$ cat config.mk
export PLATFORM = sky130hd
export DESIGN_NAME = seg_scan_driver
export DESIGN_NICKNAME = d
export VERILOG_FILES = /design/src/rtl/seg_scan_driver.sv
export SDC_FILE = /design/constraint.sdc
export NUM_CORES = 1
export LEC_CHECK = 0
export ABC_CLOCK_PERIOD_IN_PS = 3600
export CORE_MARGIN = 2
export CORE_UTILIZATION = 60
export CTS_CLUSTER_SIZE = 20
export DETAILED_ROUTE_END_ITERATION = 6
export PLACE_DENSITY_LB_ADDON = 0.05
export SYNTH_ARGS = -nofsm -noshare
export SYNTH_HDL_FRONTEND = slang
export SYNTH_SLANG_ARGS = --single-unit
$ cat constraint.sdc
create_clock -name input_clock -period 3.6 [get_ports input_clock]
set_input_delay 0.54 -clock input_clock [delete_from_list [all_inputs] [get_ports input_clock]]
set_output_delay 0.54 -clock input_clock [all_outputs]
set_load 0.05 [all_outputs]
$ cat src/rtl/seg_scan_driver.sv
// Four-digit common-anode seven-segment scan driver with frame-aligned
// double buffering and a per-slot blanking gap to suppress ghosting.
module seg_scan_driver #(
  parameter int unsigned CLK_DIV      = 50000,
  parameter int unsigned BLANK_CYCLES = 4
) (
  input  logic        input_clock,
  input  logic        rst_n,
  input  logic        load,
  input  logic [31:0] digit_data,
  input  logic [3:0]  digit_en,
  output logic [7:0]  out,
  output logic [3:0]  anode,
  output logic        pending,
  output logic        frame_done
);

  localparam int unsigned CNT_W = (CLK_DIV > 2) ? $clog2(CLK_DIV) : 1;
  localparam logic [CNT_W-1:0] CNT_LAST = CNT_W'(CLK_DIV - 1);

  logic [CNT_W-1:0] r_cnt;
  logic [1:0]       r_idx;
  logic [31:0]      r_active;
  logic [31:0]      r_shadow;
  logic [3:0]       r_act_en;
  logic [3:0]       r_sh_en;

  logic             w_slot_end;
  logic             w_boundary;
  logic             w_show;
  logic [7:0]       w_pattern;

  always_comb begin
    w_slot_end = (r_cnt == CNT_LAST);
    w_boundary = w_slot_end && (r_idx == 2'd3);
    w_show     = (32'(r_cnt) >= BLANK_CYCLES) && r_act_en[r_idx];
    w_pattern  = r_active[{r_idx, 3'b000} +: 8];
  end

  always_ff @(posedge input_clock or negedge rst_n) begin
    if (!rst_n) begin
      r_cnt <= '0;
      r_idx <= '0;
    end else if (w_slot_end) begin
      r_cnt <= '0;
      r_idx <= r_idx + 2'd1;
    end else begin
      r_cnt <= r_cnt + 1'b1;
    end
  end

  // Activation reads the pre-edge shadow, so a load on the boundary edge
  // is held back and applied one frame later.
  always_ff @(posedge input_clock or negedge rst_n) begin
    if (!rst_n) begin
      r_active <= '1;
      r_act_en <= '0;
      r_shadow <= '1;
      r_sh_en  <= '0;
      pending  <= 1'b0;
    end else begin
      if (w_boundary && pending) begin
        r_active <= r_shadow;
        r_act_en <= r_sh_en;
      end
      if (load) begin
        r_shadow <= digit_data;
        r_sh_en  <= digit_en;
        pending  <= 1'b1;
      end else if (w_boundary) begin
        pending  <= 1'b0;
      end
    end
  end

  // Outputs reflect the counter phase of the previous cycle for every digit.
  always_ff @(posedge input_clock or negedge rst_n) begin
    if (!rst_n) begin
      out        <= '1;
      anode      <= '1;
      frame_done <= 1'b0;
    end else begin
      frame_done <= w_boundary;
      if (w_show) begin
        out   <= w_pattern;
        anode <= ~(4'b0001 << r_idx);
      end else begin
        out   <= '1;
        anode <= '1;
      end
    end
  end

endmodule

==> results.py, run 1 <==
metrics = {
    "pwr": {
        "p_per_area_nw_per_um2": 399,
        "p_int_uw": 1630,
        "power_frac_seq_pct": 60.1,
        "p_comb_share_pct": 5.7,
        "sw_frac_of_total_pct": 22.0,
        "power.share.clock_pct": 34.2,
        "leakage_uw": 0.00210,
        "ir_worst_vdd_uv": 346,
        "netSwitchingPower_uw": 462,
    },
    "placement": {
        "portBuffers": 52,
        "dp_hpwl_mm": 4.86,
        "place_congestion": 0.833,
        "post-place-ws_ns": 1.27,
        "dp_cells": 425,
    },
    "cts": {
        "cts_setup_buffers": 0,
        "clkTransAtPathRegs_ns": 0.10,
        "clkLatencyLatePin_ns": 0.36,
        "cts_root_buf": "clkbuf_8",
        "cts_tree": "built",
        "cts_hold_buf": 0,
        "cts.repair.resized": 0,
        "cts_buffer_depth": 2,
        "numCtsBuffers": 9,
        "cts_sinks": 104,
        "htreeDepth": 3,
    },
    "logic_synthesis": {
        "syn_avg_cell_area_sq_um": 15.9,
        "synth_top_area_share_pct": 44.3,
        "synthCells": 283,
        "synth.largest_area_cell": "dfstp_2",
        "ys_types": 32,
        "ys_ff_latch": 104,
        "yosys_warnings": 0,
        "synth_nets": 328,
        "seq_area_frac_synth_pct": 59.9,
        "syn-cell-area_sq_um": 4510,
        "yosys-top-cells-area": "dfstp_2 (44%), dfrtp_1 (16%), mux2_2 (10%)",
    },
    "setup_path": {
        "regToRegSetupSlack_ns": 1.25,
        "critPathCaptureType": "flop",
        "r2r_end": "r_active[4]",
        "crit_slowest_cell": "and3_4",
        "worst-path-max-fanout": 36,
        "worstPathArrival_ns": 2.63,
        "crit_chain": "ha_1 -> and4_1 -> and4_4 -> and3_4 -> mux2_2",
        "required_ns": 3.88,
        "rr_startpoint": "r_cnt[0]",
        "max_stage_delay_ns": 0.64,
        "path_buf_inv": 0,
        "critPathKind": "flop to flop",
        "reg2reg_depth": 5,
        "start_kind": "flop",
        "cpLargestDelayFamily": "simple AND/OR/NAND/NOR gates",
        "critPathLaunch": "r_cnt[0]",
    },
    "layout": {
        "antenna_cells": 0,
        "nFillCells": 490,
        "fin_cells": 441,
        "fin_util_pct": 72.4,
        "final_nets": 382,
        "syn2layout_area_growth_pct": 16.6,
        "drive_gt1_share_pct": 53.2,
    },
    "route": {
        "via_per_inst": 5.36,
        "drt-total-wl_mm": 7.10,
        "vias": 2362,
        "drcViolationCount": 0,
        "first_pass_iters": 4,
        "post_drt_wl_per_cell_um": 16.1,
        "dr.first_iter.drc_count": 53,
        "ant_nets": 0,
    },
    "global_routing": {
        "track_usage_pct": 19.2,
        "overflow": 0,
        "grt_pass1_wl_mm": 12.3,
        "grt_pass1_vias": 2580,
        "grt_max_degree": 45,
        "antenna_found_initial": 0,
    },
    "timing": {
        "fin_crit_sh_pct": 65.2,
        "setup_viol": 0,
        "tightest_slew_ns": 0.871,
        "setup_tns_ns": 0,
        "report.final.slew_viol_count": 0,
        "hold_viol": 0,
        "rsz0062_at_grt": "no",
        "fin_ws_ns": 1.25,
        "finalClockSkew_ns": 0.0118,
        "timing.fmax_mhz": 426,
        "relSlewSlack_pct": 41.9,
        "fin_crit_ns": 2.35,
    },
    "hold_path": {
        "hp-class": "input pin to asynchronous set/reset pin",
    },
    "floorplan": {
        "dieHeight_um": 90.7,
        "start_util_pct": 62.1,
        "ios": 53,
        "rows": 31,
        "coreArea_sq_um": 7250,
        "die_width_um": 90.7,
        "die-area_sq_um": 8220,
    },
    "flow_run": {
        "drv_cap": 0,
    },
    "run_status": {
        "status": "complete, no violations",
    },
}
power groups by stage:
stage	clock, uW	combinational [uW]	sequential (uW)
finish	716	119	1260
global route	779	131	1270
CTS	739	122	1260
detailed placement	0	122	1280
global placement	0	119	1280
floorplan	0	51.5	1270
logic make-up after synthesis:
kind of cell               count (synthesis)  share of synthesized area (%)
DFF                                      104                           59.9
muxes                                     81                           25.0
and+or+nand+nor                           56                           7.19
buffers and inverters                     19                           3.17
xor gates and xnor gates                  14                           2.72
adders and majority gates                  6                           1.67
AOI/OAI and AO/OA                          3                          0.389
worst max path at each step:
stage / to / slack [ns] / depth (start not counted)
3_3_place_gp: r_active[5] / 1.32 / 5
4_1_cts: r_active[7] / 1.25 / 5
6_report: r_active[4] / 1.25 / 5
5_1_grt: r_active[7] / 1.13 / 5
2_1_floorplan: r_act_en[0] / 1.73 / 7
3_5_place_dp: r_active[7] / 1.27 / 5
worst register-to-register path, stage by stage, from the launching register on:
cell,delay (ns)
dfrtp_1,0.42
ha_1,0.24
and4_1,0.21
and4_4,0.33
and3_4,0.64
mux2_2,0.44
layout by cell type (no fill, tap or decap), drive strengths merged, types with 6 or more instances in the layout:
cell / n
mux2: 72
clkbuf: 11
nand2: 9
inv: 10
mux4: 9
nand2b: 8
nor2: 10
dfstp: 76
xor2: 6
dfrtp: 28
ha: 6
xnor2: 8
clkdlybuf4s50: 50
per-stage QoR:
| step | area [sq um] | power [uW] | hold slack [ns] |
|---|---|---|---|
| after floorplan | 4510 | 1320 | 0.244 |
| after global placement | 5050 | 1400 | 0.482 |
| after CTS | 5250 | 2120 | 0.172 |
| final | 5250 | 2090 | 0.170 |
| after global routing | 5250 | 2180 | 0.198 |
| after detailed placement | 5050 | 1400 | 0.499 |
synth_stat cells, drive strengths merged:
library cell,n
nand4,5
nand3,5
and2,1
xnor2,8
mux2,72
and3,3
o21ai,2
a21o,1
dfrtp,28
nor2b,1
inv,7
nand3b,1
and4,3
ha,6
nor3,4
dfstp,76
xor2,6
nand2b,8
or4,1
mux4,9
nor2,10
buf,7
or2,1
clkbuf,5
nor4,4
nand2,9
cell type report:
class	instances	area, sq um	area share (%)
multi-input combinational	160	1670	31.7
tap	99	124	2.36
sequential	104	2700	51.3
timing repair buffer	55	536	10.2
inverter	7	26.3	0.500
clock inverter	5	42.5	0.810
clock buffer	11	163	3.10
registers in the layout (all words and copies together), names as in the netlist:
register and count:
r_idx 2, r_act_en 4, r_sh_en 4, r_active 32, r_cnt 16, pending 1, frame_done 1, anode 4
out 8, r_shadow 32
routing by layer:
metal | share of wire, % | global-route usage, % | vias to the layer above
li1 | - | - | 1097
met1 | 45 | 24.5 | 1221
met2 | 50 | 32.5 | 39
met3 | 3.9 | 5.76 | 5
met4 | 1.0 | 4.62 | 0
met5 | 0 | 0 | -
(Power assumes the default switching activity.)
==> run 2, diff against run 1 <==
Settings changed: ABC_CLOCK_PERIOD_IN_PS 3600 to 2200, CORE_UTILIZATION 60 to 55.
Clock period 3.6 ns to 2.2 ns, I/O delays scaled along.
==> results.py, run 2 (synthesized netlist as in run 1, its figures left out) <==
metrics = {
    "placement": {
        "post-place-ws_ns": 0.284,
        "dp_hpwl_mm": 4.93,
        "portBuffers": 52,
        "place_congestion": 0.817,
    },
    "hold_path": {
        "hp-class": "input pin to asynchronous set/reset pin",
    },
    "setup_path": {
        "max_stage_delay_ns": 0.79,
        "crit_chain": "clkdlybuf4s50_1",
        "crit_slowest_cell": "clkdlybuf4s50_1",
        "cpLargestDelayFamily": "buffers and inverters",
        "regToRegSetupSlack_ns": 0.25,
        "worstPathArrival_ns": 1.68,
        "critPathKind": "flop to output port",
        "required_ns": 1.87,
        "path_buf_inv": 1,
        "start_kind": "flop",
        "critPathCaptureType": "output port",
        "worst-path-max-fanout": 1,
    },
    "cts": {
        "htreeDepth": 3,
        "cts_buffer_depth": 2,
        "clkTransAtPathRegs_ns": 0.10,
        "cts_root_buf": "clkbuf_8",
        "cts_setup_buffers": 0,
        "cts_tree": "built",
        "clkLatencyLatePin_ns": 0.36,
        "cts_sinks": 104,
        "numCtsBuffers": 9,
    },
    "timing": {
        "setup_tns_ns": 0,
        "tightest_slew_ns": 0.515,
        "timing.fmax_mhz": 497,
        "fin_crit_sh_pct": 91.4,
        "relSlewSlack_pct": 65.6,
        "fin_crit_ns": 2.01,
        "report.final.slew_viol_count": 0,
        "rsz0062_at_grt": "no",
        "setup_viol": 0,
        "fin_ws_ns": 0.188,
        "hold_viol": 0,
        "hold_ws_ns": 0.477,
        "finalClockSkew_ns": 0.0108,
    },
    "global_routing": {
        "track_usage_pct": 18.0,
        "overflow": 0,
        "grt_pass1_vias": 2479,
        "grt_max_degree": 40,
        "antenna_found_initial": 0,
        "grt_pass1_wl_mm": 12.2,
    },
    "layout": {
        "syn2layout_area_growth_pct": 18.7,
        "reg.largest.list": "r_active: 32 flops, r_shadow: 32 flops, r_cnt: 16 flops",
        "fin_util_pct": 66.1,
        "final_cell_mix": "dfstp_2 (76), clkdlybuf4s50_1 (50), mux2_2 (42)",
        "final_common_cell": "dfstp_2",
        "multi_input_area_sq_um": 1670,
        "final-seq-area_sq_um": 2700,
        "drive_gt1_share_pct": 53.9,
        "nFillCells": 618,
        "final_nets": 389,
        "antenna_cells": 0,
    },
    "floorplan": {
        "dieHeight_um": 94.5,
        "die-area_sq_um": 8930,
        "start_util_pct": 55.7,
        "die_width_um": 94.5,
        "ios": 53,
        "coreArea_sq_um": 8090,
        "rows": 33,
    },
    "pwr": {
        "leakage_uw": 0.00214,
        "ir_worst_vdd_uv": 366,
        "p_per_area_nw_per_um2": 630,
    },
    "route": {
        "first_pass_iters": 4,
        "drcViolationCount": 0,
        "via_per_inst": 5.23,
        "post_drt_wl_per_cell_um": 15.6,
        "dr.first_iter.drc_count": 53,
        "ant_nets": 0,
        "drt-total-wl_mm": 7.11,
        "vias": 2373,
    },
    "flow_run": {
        "drv_cap": 0,
    },
    "run_status": {
        "status": "complete, no violations",
    },
}
[run 2: layout make-up]
type | count | share of cell area [%]
inverter | 7 | 0.491
sequential | 104 | 50.4
multi-input combinational | 160 | 31.1
clock inverter | 6 | 0.959
timing repair buffer | 62 | 12.0
clock buffer | 10 | 2.57
tap | 105 | 2.46
[run 2: what timing repair did]
action,in CTS,in global routing
endpoints found under the hold margin,27,0
gates resized for setup,0,0
endpoints found under the setup margin,0,0
hold buffers,1,0
[run 2: power by group]
group          total [uW]  internal (uW)  switching (uW)
logic                 203            128            75.1
clock network        1110            459             650
registers            2060           2030            35.0
[run 2: worst paths after layout]
check / start / to / depth (start not counted)
worst max-delay path: out[1] / out[1] / 1
worst min-delay path: rst_n / r_idx[1] / 2
worst max register to register: r_cnt[0] / r_act_en[3] / 6
worst min register to register: r_sh_en[0] / r_act_en[0] / 1
max in group asynchronous: rst_n / r_active[9] / 3
min in group input_clock: r_sh_en[0] / r_act_en[0] / 1
[run 2: metrics by stage]
step / instances / cell area, sq um / total power (uW)
2_1_floorplan: 283 / 4510 / 2160
3_3_place_gp: 437 / 5150 / 2290
3_5_place_dp: 437 / 5150 / 2300
4_1_cts: 454 / 5350 / 3420
5_1_grt: 454 / 5350 / 3540
6_report: 454 / 5350 / 3370
[run 2: metal layers]
metal | vias up | wire, um | GRT usage, %
li1 | 1114 | - | -
met4 | 0 | 94 | 5.19
met1 | 1206 | 3280 | 23.7
met5 | - | 0 | 0
met3 | 9 | 265 | 5.35
met2 | 44 | 3460 | 29.1
